[src/rtl/fetch_pkg.sv]
// Shared types and constants for the PC fetch unit: state encoding, word width, reset PC.
package fetch_pkg;

  localparam int WORD_W = 16;
  localparam logic [WORD_W-1:0] RESET_PC_DEFAULT = 16'h0000;

  typedef enum logic [1:0] {
    FETCH  = 2'd0,
    VALID  = 2'd1,
    HALTED = 2'd2
  } fetch_state_e;

endpackage

[src/rtl/sat_counter.sv]
// Saturating up-counter: counts enabled cycles, sticks at all-ones, async active-low clear.
module sat_counter
  import fetch_pkg::*;
#(
  parameter int W = WORD_W
) (
  input  logic         clk,
  input  logic         rst_n,
  input  logic         en_i,
  output logic [W-1:0] cnt_o
);

  logic [W-1:0] cnt_q, cnt_d;

  always_comb begin
    cnt_d = cnt_q;
    if (en_i && (cnt_q != {W{1'b1}})) begin
      cnt_d = cnt_q + 1'b1;
    end
  end

  always_ff @(posedge clk or negedge rst_n) begin
    if (!rst_n) begin
      cnt_q <= '0;
    end else begin
      cnt_q <= cnt_d;
    end
  end

  assign cnt_o = cnt_q;

endmodule

[src/rtl/pc_fetch_unit.sv]
// Single-outstanding instruction fetch stage: request, hold for decode, stop on halt.
// Performance counters exist only when FETCH_PERF_CNT_EN is defined; otherwise they read 0.
module pc_fetch_unit
  import fetch_pkg::*;
#(
  parameter logic [WORD_W-1:0] RESET_PC = RESET_PC_DEFAULT
) (
  input  logic              clk,
  input  logic              rst_n,
  input  logic [WORD_W-1:0] new_pc,
  input  logic              halt,
  input  logic              id_stall,
  input  logic              imem_rdy,
  input  logic [WORD_W-1:0] imem_data,
  output logic              imem_req,
  output logic [WORD_W-1:0] imem_addr,
  output logic              if_valid,
  output logic [WORD_W-1:0] if_instr,
  output logic [WORD_W-1:0] if_pc,
  output logic              halted,
  output logic [WORD_W-1:0] fetch_cnt,
  output logic [WORD_W-1:0] stall_cnt
);

  fetch_state_e      state_q, state_d;
  logic [WORD_W-1:0] pc_q, pc_d;
  logic [WORD_W-1:0] if_instr_q, if_instr_d;
  logic [WORD_W-1:0] if_pc_q, if_pc_d;

  always_comb begin
    state_d    = state_q;
    pc_d       = pc_q;
    if_instr_d = if_instr_q;
    if_pc_d    = if_pc_q;
    case (state_q)
      FETCH: begin
        if (imem_rdy) begin
          if_instr_d = imem_data;
          if_pc_d    = pc_q;
          state_d    = VALID;
        end
      end
      VALID: begin
        // halt and new_pc only matter once decode takes the instruction
        if (!id_stall) begin
          pc_d    = new_pc;
          state_d = halt ? HALTED : FETCH;
        end
      end
      HALTED: begin
        state_d = HALTED;
      end
      default: begin
        state_d = FETCH;
      end
    endcase
  end

  always_ff @(posedge clk or negedge rst_n) begin
    if (!rst_n) begin
      state_q    <= FETCH;
      pc_q       <= RESET_PC;
      if_instr_q <= '0;
      if_pc_q    <= '0;
    end else begin
      state_q    <= state_d;
      pc_q       <= pc_d;
      if_instr_q <= if_instr_d;
      if_pc_q    <= if_pc_d;
    end
  end

  assign imem_req  = (state_q == FETCH);
  assign imem_addr = pc_q;
  assign if_valid  = (state_q == VALID);
  assign halted    = (state_q == HALTED);
  assign if_instr  = if_instr_q;
  assign if_pc     = if_pc_q;

`ifdef FETCH_PERF_CNT_EN
  logic fetch_en, stall_en;

  assign fetch_en = (state_q == VALID) && !id_stall;
  assign stall_en = (state_q == VALID) &&  id_stall;

  sat_counter #(.W(WORD_W)) u_fetch_cnt (
    .clk   (clk),
    .rst_n (rst_n),
    .en_i  (fetch_en),
    .cnt_o (fetch_cnt)
  );

  sat_counter #(.W(WORD_W)) u_stall_cnt (
    .clk   (clk),
    .rst_n (rst_n),
    .en_i  (stall_en),
    .cnt_o (stall_cnt)
  );
`else
  assign fetch_cnt = '0;
  assign stall_cnt = '0;
`endif

endmodule

[config.mk]
export PLATFORM = sky130hd
export DESIGN_NAME = pc_fetch_unit
export DESIGN_NICKNAME = d
export VERILOG_FILES = /design/src/rtl/fetch_pkg.sv /design/src/rtl/sat_counter.sv /design/src/rtl/pc_fetch_unit.sv
export SDC_FILE = /design/constraint.sdc
export NUM_CORES = 1
export LEC_CHECK = 0
export ABC_AREA = 1
export CORE_AREA = 5 5 104 87
export CTS_CLUSTER_SIZE = 20
export DETAILED_ROUTE_END_ITERATION = 12
export DIE_AREA = 0 0 109 92
export GPL_TIMING_DRIVEN = 0
export PLACE_DENSITY_LB_ADDON = 0.15
export SETUP_SLACK_MARGIN = 0.2
export SYNTH_ARGS = -nofsm -noshare
export SYNTH_HDL_FRONTEND = slang
export SYNTH_SLANG_ARGS = --single-unit
[constraint.sdc]
create_clock -name clk -period 1.4 [get_ports clk]
set_clock_uncertainty 0.2 [all_clocks]
set_input_delay 0.28 -clock clk [delete_from_list [all_inputs] [get_ports clk]]
set_output_delay 0.28 -clock clk [all_outputs]
set_load 0.01 [all_outputs]
==> impl_metrics.csv, run 1 <==
group,metric,value,unit
synthesis,ys_warn_count,0,
sta,finalCriticalPeriod,1.66,ns
global_routing,grt-ovfl-total,0,
setup_path,crit_required,0.92,ns
global_routing,antenna_found_initial,0,
power_and_ir_drop,power.density,695,mW/mm²
clock_tree,cts_buffers,5,
sta,finalHoldWorstSlack,-0.241,ns
sta,rsz0062_at_grt,"yes",
drt,first_iter_violations,90,
synthesis,ys_seq_area_share,54.4,%
global_routing,grt_max_degree,28,
outcome,outcome,"finished with violations",
final_layout,drive_gt1_share,40.0,%
placement,dp.cells,484,
setup_path,critPathArrivalTime,1.18,ns
power_and_ir_drop,irDropWorstVdd,365,µV
sta,fmax,602,MHz
final_layout,syn2layout_area_growth,70.2,%
drt,route.vias.total,2144,
hold_path,min_path_type,"input pin to async pin",
floorplanning,rows,29,
floorplanning,die_h,92,µm
drt,drcViolationCount,0,
drt,viasPerCell,3.96,
sta,max_slew.worst_pin.slew,0.564,ns
synthesis,synth_area,0.00230,mm²
floorplanning,die_w,109,µm
global_routing,grt_pass1_vias,2155,
synthesis,synthCells,258,
placement,io_buffers,86,
job,timing.max_cap.violations,0,
placement,gp_congestion,0.775,
floorplanning,initial_core_util,29.5,%
sta,setup_violations,38,
final_layout,diodes,0,
final_layout,nets,469,
final_layout,fin_cells,541,
floorplanning,pin_count,120,
outcome,failed_checks,"hold timing, setup timing",
clock_tree,htreeDepth,2,
drt,ant_nets,0,
synthesis,avgSynthCellArea,8.91,µm²
clock_tree,cts_tree,"done",
clock_tree,clockBufferDepth,2,
synthesis,yosysUniqueCellTypes,16,
clock_tree,cts.sinks,50,
global_routing,grt_pass1_wl,10.9,mm
clock_tree,clk-insertion-delay-late,0.30,ns
placement,dp_hpwl,4.66,mm
setup_path,cp_max_fo,2,
drt,routedWlPerCell,12.9,µm
floorplanning,dieArea,0.0100,mm²
placement,pre_cts_slack,-0.563,ns
sta,finalMaxSlewViolations,0,
floorplanning,core,0.00780,mm²
setup_path,crit_path_end_kind,"output port",
synthesis,ys_ff_latch,50,
clock_tree,root_buffer,"clkbuf_8",
sta,finalWorstSetupSlack,-0.261,ns
power_and_ir_drop,leakagePower,2.31,nW
sta,max-slew-margin-rel,62.4,%
setup_path,start_kind,"register",
sta,period_share,119,%
drt,wl,6.98,mm
sta,hold_violations,23,
setup_path,worstSetupPathType,"register to output port",
drt,first_pass_iters,4,
clock_tree,clk_pin_slew,0.09,ns
global_routing,grt_use_total,13.7,%
[path summary, 6_finish.rpt]
check	start	depth (start not counted)	slack [ns]	to
max	state_q[0]$_DFFE_PN0P_	4	-0.26	imem_req
min	rst_n	1	-0.24	if_instr[2]$_DFFE_PN0P_
max reg2reg	state_q[0]$_DFFE_PN0P_	7	-0.13	if_pc[1]$_DFFE_PN0P_
min reg2reg	if_instr[13]$_DFFE_PN0P_	2	0.28	if_instr[13]$_DFFE_PN0P_
max in group asynchronous	rst_n	2	0.68	state_q[1]$_DFFE_PN0P_
min in group clk	imem_rdy	3	0.10	if_pc[15]$_DFFE_PN0P_
[synth_stat cells]
master	n	area, µm²
clkinv_1	1	3.75
buf_4	36	270
nand2_4	2	22.5
inv_2	1	3.75
buf_2	1	5.00
conb_1	1	3.75
nand3_1	50	250
nor2_8	1	20.0
buf_6	4	45.0
clkbuf_1	3	11.3
dfrtp_1	50	1250
nor2_4	1	11.3
nand2_1	101	379
buf_1	1	3.75
nor2_1	1	3.75
inv_1	4	15.0
[cell families (layout without fill, tap and decap cells)]
logic type,Yosys count,count (layout),synth area share (%)
buffers and inverters,51,195,15.6
and+or+nand+nor,156,156,29.9
DFF,50,50,54.4
other,1,32,0.163
[power by group]
group / internal, W / leakage, nW / switching [W] / total, W
Clock: 0.000535 / 0.0524 / 0.000464 / 0.00100
Combinational: 0.000151 / 1.57 / 0.000125 / 0.000277
Sequential: 0.00144 / 0.692 / 0 / 0.00144
Total: 0.00213 / 2.31 / 0.000590 / 0.00272
[metrics by stage]
stage	TNS, ns	total power, W	area, µm²	utilization, %
final	-3.95	0.00272	3910	50.2
after global routing	-6.76	0.00283	3910	50.2
after CTS	-3.80	0.00275	3630	46.5
after detailed placement	-8.73	0.00174	3440	44.0
after global placement	-94.09	0.00174	3420	43.8
after floorplan	0	0.00160	2420	-
[placed cells by master, fill, tap and decap left out, types with 3 or more instances in the layout]
| master | n |
|---|---|
| nand2_2 | 11 |
| nand2_1 | 89 |
| nand3_1 | 48 |
| inv_1 | 3 |
| buf_2 | 30 |
| clkdlybuf4s50_1 | 34 |
| conb_1 | 32 |
| clkbuf_8 | 5 |
| dfrtp_1 | 48 |
| buf_4 | 76 |
| buf_6 | 34 |
| clkbuf_1 | 4 |
[worst max-delay path, stage by stage, from the launching register on]
cell and delay [ns]:
dfrtp_2 0.44, buf_6 0.13, nor2_4 0.10, buf_6 0.12, buf_6 0.09
[cell type report]
type | count | area [µm²]
fill | 783 | 3890
sequential | 50 | 1250
timing repair buffer | 136 | 1170
multi-input combinational | 188 | 861
buffer | 45 | 355
tap | 108 | 135
clock buffer | 7 | 76.3
clock inverter | 1 | 30.0
inverter | 6 | 27.5
[per-layer routing]
metal,global-route usage [%],wire [µm],share of wire (%),vias up
met3,3.72,515,7.4,5
met2,22.3,3190,46,77
met5,0,0,0,-
met4,2.52,34,0.49,0
met1,18.5,3240,46,967
li1,-,-,-,1095
[registers in the layout, summed over array words and instances, names as in the netlist]
register / flops
imem_addr: 16
if_instr: 16
if_pc: 16
state_q: 2
[timing repair]
action	in CTS	in global routing
endpoints found under the hold margin	23	23
setup buffers	30	18
endpoints found under the setup margin	101	101
pin swaps	4	3
gates resized for setup	228	31
gates cloned	0	1
Note: power is estimated with default switching activity, not from simulation.
==> inputs of run 2 (changes only) <==
--- a/config.mk
+++ b/config.mk
@@ -7,6 +7,7 @@
 export LEC_CHECK = 0
 export ABC_AREA = 1
 export CORE_AREA = 5 5 104 87
+export CTS_CLUSTER_DIAMETER = 150
 export CTS_CLUSTER_SIZE = 20
 export DETAILED_ROUTE_END_ITERATION = 12
 export DIE_AREA = 0 0 109 92
==> results of run 2 <==
Final layout, timing and power as in run 1 (identical DEF).
==> inputs of run 3 (changes only) <==
--- a/config.mk
+++ b/config.mk
@@ -6,11 +6,13 @@
 export NUM_CORES = 1
 export LEC_CHECK = 0
 export ABC_AREA = 1
-export CORE_AREA = 5 5 104 87
+export CELL_PAD_IN_SITES_DETAIL_PLACEMENT = 1
+export CELL_PAD_IN_SITES_GLOBAL_PLACEMENT = 1
+export CORE_AREA = 2 2 111 91
 export CTS_CLUSTER_DIAMETER = 150
 export CTS_CLUSTER_SIZE = 20
 export DETAILED_ROUTE_END_ITERATION = 12
-export DIE_AREA = 0 0 109 92
+export DIE_AREA = 0 0 113 93
 export GPL_TIMING_DRIVEN = 0
 export PLACE_DENSITY_LB_ADDON = 0.15
 export SETUP_SLACK_MARGIN = 0.2
==> impl_metrics.csv, run 3 (synthesis results as in run 1) <==
group,metric,value,unit
setup_path,cp_max_fo,3,
power_and_ir_drop,power.internal,0.00231,W
power_and_ir_drop,p_clk_share,41.8,%
setup_path,worstSetupPathType,"register to output port",
final_layout,drive_gt1_share,39.4,%
hold_path,min_path_type,"input pin to async pin",
power_and_ir_drop,switchingPower,0.000660,W
drt,route.vias.total,2249,
power_and_ir_drop,irDropWorstVdd,518,µV
floorplanning,die_h,93,µm
clock_tree,clk_pin_slew,0.07,ns
setup_path,crit_path_end_kind,"output port",
sta,finalHoldWorstSlack,-0.192,ns
drt,viasPerCell,4.03,
sta,rsz0062_at_grt,"yes",
final_layout,seqCellArea,0.00125,mm²
global_routing,grt-ovfl-total,0,
placement,pre_cts_slack,-0.584,ns
clock_tree,clk-insertion-delay-late,0.29,ns
final_layout,fin_cells,558,
power_and_ir_drop,switching_share,22.3,%
global_routing,grt_max_degree,27,
sta,finalMaxSlewViolations,0,
drt,first_iter_violations,64,
setup_path,critPathArrivalTime,1.15,ns
placement,io_buffers,86,
global_routing,grt_pass1_wl,11.6,mm
final_layout,multi_input_area,851,µm²
sta,max-slew-margin-rel,57.9,%
final_layout,final_cell_mix,"nand2_1 (97), buf_4 (83), dfrtp_1 (49), nand3_1 (45), buf_2 (42)",
placement,gp_congestion,0.697,
final_layout,layout_commonest_cell,"nand2_1",
sta,finalCriticalPeriod,1.63,ns
power_and_ir_drop,leakagePower,2.35,nW
sta,finalWorstSetupSlack,-0.231,ns
clock_tree,cts_tree,"done",
global_routing,grt_pass1_vias,2156,
final_layout,diodes,0,
clock_tree,root_buffer,"clkbuf_16",
floorplanning,initial_core_util,24.3,%
sta,fmax,613,MHz
outcome,failed_checks,"DRC, hold timing, setup timing",
floorplanning,dieArea,0.0105,mm²
sta,period_share,116,%
setup_path,start_kind,"register",
job,timing.max_cap.violations,0,
power_and_ir_drop,p_comb_share,9.5,%
power_and_ir_drop,pwr-share-seq,48.7,%
clock_tree,cts_buffers,5,
sta,max_slew.worst_pin.slew,0.632,ns
drt,ant_nets,0,
sta,hold_violations,24,
outcome,outcome,"finished with violations",
drt,wl,7.71,mm
final_layout,fillers,1162,
drt,drcViolationCount,5,
final_layout,nets,475,
floorplanning,core,0.00945,mm²
final_layout,syn2layout_area_growth,70.3,%
power_and_ir_drop,power.density,757,mW/mm²
drt,routedWlPerCell,13.8,µm
floorplanning,rows,32,
placement,dp.cells,495,
clock_tree,clockBufferDepth,2,
placement,dp_hpwl,4.94,mm
floorplanning,pin_count,120,
clock_tree,htreeDepth,2,
floorplanning,die_w,113,µm
global_routing,grt_use_total,14.4,%
clock_tree,cts.sinks,50,
drt,first_pass_iters,8,
global_routing,antenna_found_initial,0,
sta,setup_violations,48,
setup_path,crit_required,0.92,ns
## run 3: cell types whose count changed in the layout (fill, tap and decap cells not counted), moves of 5 or more
cell / before / now
buf_2: 30 / 42
nand2_1: 89 / 97
nand2_2: 11 / 4
buf_4: 76 / 83
buf_6: 34 / 19
clkbuf_16: 1 / 6
## run 3: layout make-up
cell class / instances / area share [%]
sequential: 50 / 32.0
clock inverter: 1 / 0.128
multi-input combinational: 188 / 21.7
buffer: 45 / 8.88
clock buffer: 7 / 3.64
timing repair buffer: 142 / 29.3
tap: 119 / 3.80
inverter: 6 / 0.607
## run 3: layer usage
metal | up-vias | routed length (µm) | global-route usage, %
met3 | 9 | 478 | 3.24
met2 | 64 | 3710 | 23.1
met5 | - | 0 | 0
li1 | 1106 | - | -
met1 | 1070 | 3410 | 19.6
met4 | 0 | 111 | 4.37
## run 3: critical path, stage by stage (launching register included)
cell,delay [ns]
dfrtp_2,0.43
buf_6,0.13
nor2_8,0.09
buf_6,0.11
buf_6,0.09
## run 3: per-stage QoR
| stage | utilization [%] | setup TNS [ns] | power [W] | cell area [µm²] |
|---|---|---|---|---|
| floorplan | - | 0 | 0.00160 | 2420 |
| global placement | 36.3 | -102.87 | 0.00174 | 3430 |
| detailed placement | 36.5 | -10.56 | 0.00175 | 3450 |
| CTS | 39.2 | -5.04 | 0.00301 | 3700 |
| global route | 41.5 | -8.78 | 0.00311 | 3920 |
| finish | 41.5 | -5.40 | 0.00297 | 3920 |
## run 3: power by group through the flow
| stage | Sequential, W | Clock [W] | Combinational, W |
|---|---|---|---|
| after global placement | 0.00147 | 0 | 0.000271 |
| after global routing | 0.00144 | 0.00136 | 0.000308 |
| after CTS | 0.00144 | 0.00129 | 0.000282 |
| final | 0.00144 | 0.00124 | 0.000282 |
| after floorplan | 0.00147 | 0 | 0.000126 |
| after detailed placement | 0.00147 | 0 | 0.000276 |
## run 3: worst paths after layout
kind	cells past startpoint	end	slack (ns)	start
worst min-delay path	1	if_instr[11]$_DFFE_PN0P_	-0.19	rst_n
worst max register to register	8	imem_addr[1]$_DFFE_PN0P_	-0.17	state_q[1]$_DFFE_PN0P_
min in group clk	3	if_instr[15]$_DFFE_PN0P_	0.12	imem_rdy
max in group asynchronous	2	imem_addr[11]$_DFFE_PN0P_	0.62	rst_n
worst min register to register	2	if_instr[1]$_DFFE_PN0P_	0.27	if_instr[1]$_DFFE_PN0P_
worst max-delay path	4	if_valid	-0.23	state_q[1]$_DFFE_PN0P_
## run 3: repair_timing
action	in CTS	in global routing
pin swaps	7	1
gates resized for setup	229	7
setup endpoints to repair	101	101
setup buffers	33	21
gates cloned	0	1
hold endpoints to repair	24	24
